File: config.mk
export PLATFORM = sky130hd
export DESIGN_NAME = guess_entry
export DESIGN_NICKNAME = d
export VERILOG_FILES = /design/src/rtl/hangman_pkg.sv /design/src/rtl/key_debouncer.sv /design/src/rtl/guess_entry.sv
export SDC_FILE = /design/constraint.sdc
export NUM_CORES = 1
export LEC_CHECK = 0
export BUFFER_PORTS_ARGS = -buffer_cell sky130_fd_sc_hd__buf_4
export CAP_MARGIN = 20
export CORE_MARGIN = 10
export CORE_UTILIZATION = 46
export CTS_CLUSTER_SIZE = 25
export DETAILED_ROUTE_END_ITERATION = 12
export PLACE_DENSITY = 0.76
export SETUP_SLACK_MARGIN = 0.1
export SLEW_MARGIN = 0
export SYNTH_ARGS = -nofsm -noshare
export SYNTH_HDL_FRONTEND = slang
export SYNTH_SLANG_ARGS = --single-unit
export TNS_END_PERCENT = 100
File: constraint.sdc
create_clock -name clk -period 1.8 [get_ports clk]
set_input_delay 0.45 -clock clk [delete_from_list [all_inputs] [get_ports clk]]
set_output_delay 0.45 -clock clk [all_outputs]
set_load 0.005 [all_outputs]
File: src/rtl/hangman_pkg.sv
// rtl/hangman_pkg.sv - shared letter codes and guess-entry FSM state type
package hangman_pkg;

  localparam logic [5:0] LETTER_A    = 6'h0A;
  localparam logic [5:0] LETTER_Z    = 6'h23;
  localparam logic [5:0] DASH        = 6'h00;
  localparam int         NUM_LETTERS = 26;

  typedef enum logic [2:0] {
    IDLE,
    PRESS_DB,
    CHECK,
    WAIT_REL,
    REL_DB
  } ge_state_e;

endpackage

File: src/rtl/key_debouncer.sv
// rtl/key_debouncer.sv - commit key synchroniser, press/release debounce FSM, one-cycle press event
module key_debouncer
  import hangman_pkg::*;
#(
  parameter int DEBOUNCE_CYCLES = 1000000
) (
  input  logic clk,
  input  logic resetn,
  input  logic key_n,
  input  logic clear,
  output logic press_evt,
  output logic busy
);

  localparam int            CW       = $clog2(DEBOUNCE_CYCLES);
  localparam logic [CW-1:0] CNT_LAST = CW'(DEBOUNCE_CYCLES - 1);

  logic          key_meta_q, key_s_q;
  ge_state_e     state_q, state_d;
  logic [CW-1:0] cnt_q, cnt_d;

  always_ff @(posedge clk or posedge resetn) begin
    if (resetn) begin
      key_meta_q <= 1'b1;
      key_s_q    <= 1'b1;
      state_q    <= IDLE;
      cnt_q      <= '0;
    end else begin
      key_meta_q <= key_n;
      key_s_q    <= key_meta_q;
      state_q    <= state_d;
      cnt_q      <= cnt_d;
    end
  end

  always_comb begin
    state_d = state_q;
    cnt_d   = cnt_q;
    unique case (state_q)
      IDLE: begin
        if (!key_s_q) begin
          state_d = PRESS_DB;
          cnt_d   = '0;
        end
      end
      PRESS_DB: begin
        if (key_s_q)                state_d = IDLE;
        else if (cnt_q == CNT_LAST) state_d = CHECK;
        else                        cnt_d   = cnt_q + CW'(1);
      end
      CHECK: state_d = WAIT_REL;
      WAIT_REL: begin
        if (key_s_q) begin
          state_d = REL_DB;
          cnt_d   = '0;
        end
      end
      REL_DB: begin
        if (!key_s_q)               state_d = WAIT_REL;
        else if (cnt_q == CNT_LAST) state_d = IDLE;
        else                        cnt_d   = cnt_q + CW'(1);
      end
      default: state_d = IDLE;
    endcase
    // A key still held through clear must be released before it can count again
    if (clear) begin
      state_d = key_s_q ? IDLE : WAIT_REL;
      cnt_d   = '0;
    end
  end

  assign press_evt = (state_q == CHECK) && !clear;
  assign busy      = (state_q != IDLE);

endmodule

File: src/rtl/guess_entry.sv
// rtl/guess_entry.sv - hangman guess front-end; GUESS_ENTRY_DUP_FILTER_EN enables the repeat-letter filter
module guess_entry
  import hangman_pkg::*;
#(
  parameter int         DEBOUNCE_CYCLES = 1000000,
  parameter logic [5:0] CODE_MIN        = LETTER_A,
  parameter logic [5:0] CODE_MAX        = LETTER_Z
) (
  input  logic                   clk,
  input  logic                   resetn,
  input  logic [5:0]             sw_code,
  input  logic                   key_n,
  input  logic                   clear,
  output logic [5:0]             guess_code,
  output logic                   guess_strobe,
  output logic                   reject_range,
  output logic                   reject_dup,
  output logic [NUM_LETTERS-1:0] guessed_map,
  output logic                   busy
);

  logic       press_evt;
  logic [5:0] code_meta_q, code_s_q;
  logic [5:0] code_q, code_d;
  logic       strobe_q, strobe_d;
  logic       range_q, range_d;
  logic       in_range;
  logic       is_dup;

  key_debouncer #(
    .DEBOUNCE_CYCLES(DEBOUNCE_CYCLES)
  ) u_key_debouncer (
    .clk      (clk),
    .resetn   (resetn),
    .key_n    (key_n),
    .clear    (clear),
    .press_evt(press_evt),
    .busy     (busy)
  );

  assign in_range = (code_s_q >= CODE_MIN) && (code_s_q <= CODE_MAX);

`ifdef GUESS_ENTRY_DUP_FILTER_EN
  localparam logic [NUM_LETTERS-1:0] MAP_ONE = {{(NUM_LETTERS-1){1'b0}}, 1'b1};

  logic [NUM_LETTERS-1:0] map_q, map_d, map_mask;
  logic [5:0]             map_idx;
  logic                   dup_q, dup_d;

  // Index only meaningful when in range; out-of-range codes never reach the map
  assign map_idx  = code_s_q - CODE_MIN;
  assign map_mask = MAP_ONE << map_idx;
  assign is_dup   = |(map_q & map_mask);
`else
  assign is_dup = 1'b0;
`endif

  always_ff @(posedge clk or posedge resetn) begin
    if (resetn) begin
      code_meta_q <= '0;
      code_s_q    <= '0;
      code_q      <= DASH;
      strobe_q    <= 1'b0;
      range_q     <= 1'b0;
`ifdef GUESS_ENTRY_DUP_FILTER_EN
      map_q       <= '0;
      dup_q       <= 1'b0;
`endif
    end else begin
      code_meta_q <= sw_code;
      code_s_q    <= code_meta_q;
      code_q      <= code_d;
      strobe_q    <= strobe_d;
      range_q     <= range_d;
`ifdef GUESS_ENTRY_DUP_FILTER_EN
      map_q       <= map_d;
      dup_q       <= dup_d;
`endif
    end
  end

  always_comb begin
    code_d   = code_q;
    strobe_d = 1'b0;
    range_d  = 1'b0;
`ifdef GUESS_ENTRY_DUP_FILTER_EN
    map_d    = map_q;
    dup_d    = 1'b0;
`endif
    if (clear) begin
      code_d = DASH;
`ifdef GUESS_ENTRY_DUP_FILTER_EN
      map_d  = '0;
`endif
    end else if (press_evt) begin
      if (!in_range) begin
        range_d = 1'b1;
      end else if (is_dup) begin
`ifdef GUESS_ENTRY_DUP_FILTER_EN
        dup_d = 1'b1;
`endif
      end else begin
        strobe_d = 1'b1;
        code_d   = code_s_q;
`ifdef GUESS_ENTRY_DUP_FILTER_EN
        map_d    = map_q | map_mask;
`endif
      end
    end
  end

  assign guess_code   = code_q;
  assign guess_strobe = strobe_q;
  assign reject_range = range_q;
`ifdef GUESS_ENTRY_DUP_FILTER_EN
  assign reject_dup   = dup_q;
  assign guessed_map  = map_q;
`else
  assign reject_dup   = 1'b0;
  assign guessed_map  = '0;
`endif

endmodule

==> summary.txt <==
R2R cell count: 5
Hold Slack: 0.165 ns
Cell Chain, Critical Path: nor3_1, or4_4, o31ai_4, or4_1, a21oi_2
initial antenna violation count: 0
post-synthesis sequential area ratio: 49.8%
Diodes inserted: 0
top-count cell post-synth: dfrtp_1
first-pass GRT wire length: 9.49 mm
HP Class: in -> async
synth unique cells: 48
H-Tree Level Count: 2
r2r endpoint: u_key_debouncer.cnt_q[10]
count of pins over their slew limit: 0
mux contribution to synthesized area: 0.441%
slowest CP cell: or4_1
M3 GR Usage: 3.16%
clock buffer depth: 2
via count: 1926
number of synthesized register bits: 45
layout cell share with drive strength beyond 1: 41.1%
worst-margin pin slew: 0.740 ns
Primary FF master, synth: dfrtp_1
worst setup margin: -0.293 ns
final WL: 6.36 mm
worst-path maximum fanout: 8
vias per inst: 5.44
pin count of the biggest net entering global routing: 23
LEAKAGE: 0.00140 uW
Mapped Cells: 220
Critical Path AT: 2.33 ns
Synth area leaders: dfrtp_1, buf_4, nand2_1, xnor2_1, or3_1
clock transition at the registers of the reported paths: 0.10 ns
post-synth top area share: 47.4%
Yosys warning total: 0
Cell Area, Synth: 2270 um2
top cells by count, synth: dfrtp_1, buf_4, nand2_1
nets@finish: 297
clock root buffer: clkbuf_8
MaxCap Viol Count: 0
core area: 4750 um2
Compound-Gate Fraction of Synth Area: 13.3%
Yosys top cell by area: dfrtp_1
syn_area_per_cell: 10.3 um2
peak supply drop: 0.000557 V
Critical Path Source Type: flip-flop
total track usage: 14.4%
routing usage on met1: 15.9%
Adder-Cell Fraction of Synth Area: 0.552%
Layout area overhead: 38.1%
post-synthesis simple-gate area fraction: 20.7%
setup violators final: 24
RSZ-0062 raised after global routing: yes
Cell Pwr Density: 832 nW/um2
first-pass iteration count of the detailed router: 4
clk_skew: 0.0121 ns
met2 Usage GRT: 24.6%
Routability Congestion: 0.972
CTS sink cnt: 45
CTS tree: built
grt peak-use layer: met2
failing checks: negative setup slack
WL/cell: 18.0 um
maximum clock rate: 478 MHz
reg2reg setup slack: -0.29 ns
worst r2r src: u_key_debouncer.state_q[2]
XOR/XNOR Fraction of Synth Area: 3.09%
PnR Total Power: 2610 uW
post-place setup slack: -0.0955 ns
Worst-Skew Late Latency: 0.31 ns
max incr delay on CP: 0.54 ns
Final Critical Period: 2.09 ns
ys async rst share: 100%
required time worst endpoint: 2.04 ns
Final Hold Fails: 0
HPWL after DPL: 3.61 mm
run status: finished with violations
# rows: 25
CP endpoint kind: flip-flop
DRC: 0
Die Ht: 90.2 um
Post-synth EDFFs: 0
Setup CP Type: reg -> reg
crit share post-route: 116%
Starting Density: 47.7%
PortBufs: 18
main combinational cell family by area after synthesis: simple AND/OR/NAND/NOR gates
IO Count: 46
DIE WIDTH: 90.2 um
Final ANT Viol Nets: 0
Iter 0 DRT Violations: 121
total grt overflow: 0
total CTS buffers: 5
vias in the first global route: 1948
Die ar.: 8140 um2
Rel. slew slack: 50.3%
[power breakdown]
part | switching (uW) | internal [uW] | leakage [uW] | total, uW
Clock | 381 | 424 | 0.0000591 | 804
Sequential | 36.7 | 1060 | 0.000587 | 1100
Combinational | 335 | 370 | 0.000753 | 705
Total | 753 | 1850 | 0.00140 | 2610
[cells in the final DEF (no fill, tap or decap), drive strengths merged, types with 2 or more instances in the layout]
cell type | Yosys | routed
nor2 | 12 | 12
nor3 | 7 | 7
nand3 | 7 | 7
or2 | 2 | 2
nand2b | 4 | 4
inv | 4 | 5
and2 | 2 | 2
nor4b | 2 | 2
nor4 | 6 | 6
xnor2 | 7 | 7
or3 | 9 | 9
dfstp | 2 | 2
and3 | 3 | 3
dfrtp | 43 | 43
nand2 | 18 | 18
a21oi | 13 | 13
clkbuf | 2 | 7
a22o | 6 | 6
and4 | 2 | 2
or4 | 3 | 3
o21ai | 12 | 12
nand4 | 2 | 2
conb | 1 | 27
o31ai | 4 | 4
o21a | 3 | 3
buf | 32 | 65
[metal layers]
metal  wire, um  part of all wire (%)
met2       3210                    51
met5          0                     0
met1       2420                    38
met4        269                   4.2
met3        461                   7.2
[worst max-delay path, delay by kind of cell, from the launching register on]
family	cells	cell delay, ns
DFF	1	0.45
and+or+nand+nor	3	1.27
AOI/OAI and AO/OA	2	0.29
[registers in the layout (all words and copies together) (netlist names)]
| register | count |
|---|---|
| code_s_q | 6 |
| u_key_debouncer.state_q | 3 |
| u_key_debouncer.key_meta_q | 1 |
| code_meta_q | 6 |
| reject_range | 1 |
| guess_strobe | 1 |
| u_key_debouncer.cnt_q | 20 |
| guess_code | 6 |
| u_key_debouncer.key_s_q | 1 |
[cell type report]
cell class	count	area, um2
Tap cell	67	83.8
Clock buffer	5	68.8
Multi-Input combinational cell	163	1170
Timing Repair Buffer	67	617
Sequential cell	45	1130
Fill cell	350	1620
Inverter	4	15.0
Clock inverter	3	47.5
[logic make-up after synthesis]
group | count (synthesis)
mux | 1
other cells | 1
xor+xnor | 8
buf+inv | 38
flops | 45
compound gates | 43
simple gates | 83
fa+ha+maj | 1
[how the worst max path moves through the flow]
stage / start / end / cells after the start
after floorplan: u_key_debouncer.state_q[2] / u_key_debouncer.state_q[2] / 7
after global placement: u_key_debouncer.cnt_q[8] / u_key_debouncer.cnt_q[12] / 5
after detailed placement: u_key_debouncer.key_s_q / u_key_debouncer.cnt_q[19] / 6
after CTS: u_key_debouncer.state_q[2] / busy / 4
after global routing: u_key_debouncer.state_q[2] / u_key_debouncer.cnt_q[11] / 7
final: u_key_debouncer.state_q[2] / u_key_debouncer.cnt_q[10] / 5
[through the flow]
| stage | util (%) | instances | cell area, um2 | setup TNS [ns] |
|---|---|---|---|---|
| global placement | 54.3 | 329 | 2580 | -0.378 |
| floorplan | - | 246 | 2370 | -0.0175 |
| CTS | 62.4 | 348 | 2970 | -1.11 |
| global route | 65.9 | 354 | 3130 | -4.81 |
| detailed placement | 54.3 | 329 | 2580 | -0.944 |
| finish | 65.9 | 354 | 3130 | -4.25 |
[repair_timing]
action / CTS / global route
endpoints found under the setup margin: 23 / 30
hold buffers: 0 / 0
pin swaps: 20 / 12
cloned: 0 / 2
buffers inserted: 11 / 4
resized for setup: 38 / 15
Note: power is estimated with default switching activity, not from simulation.
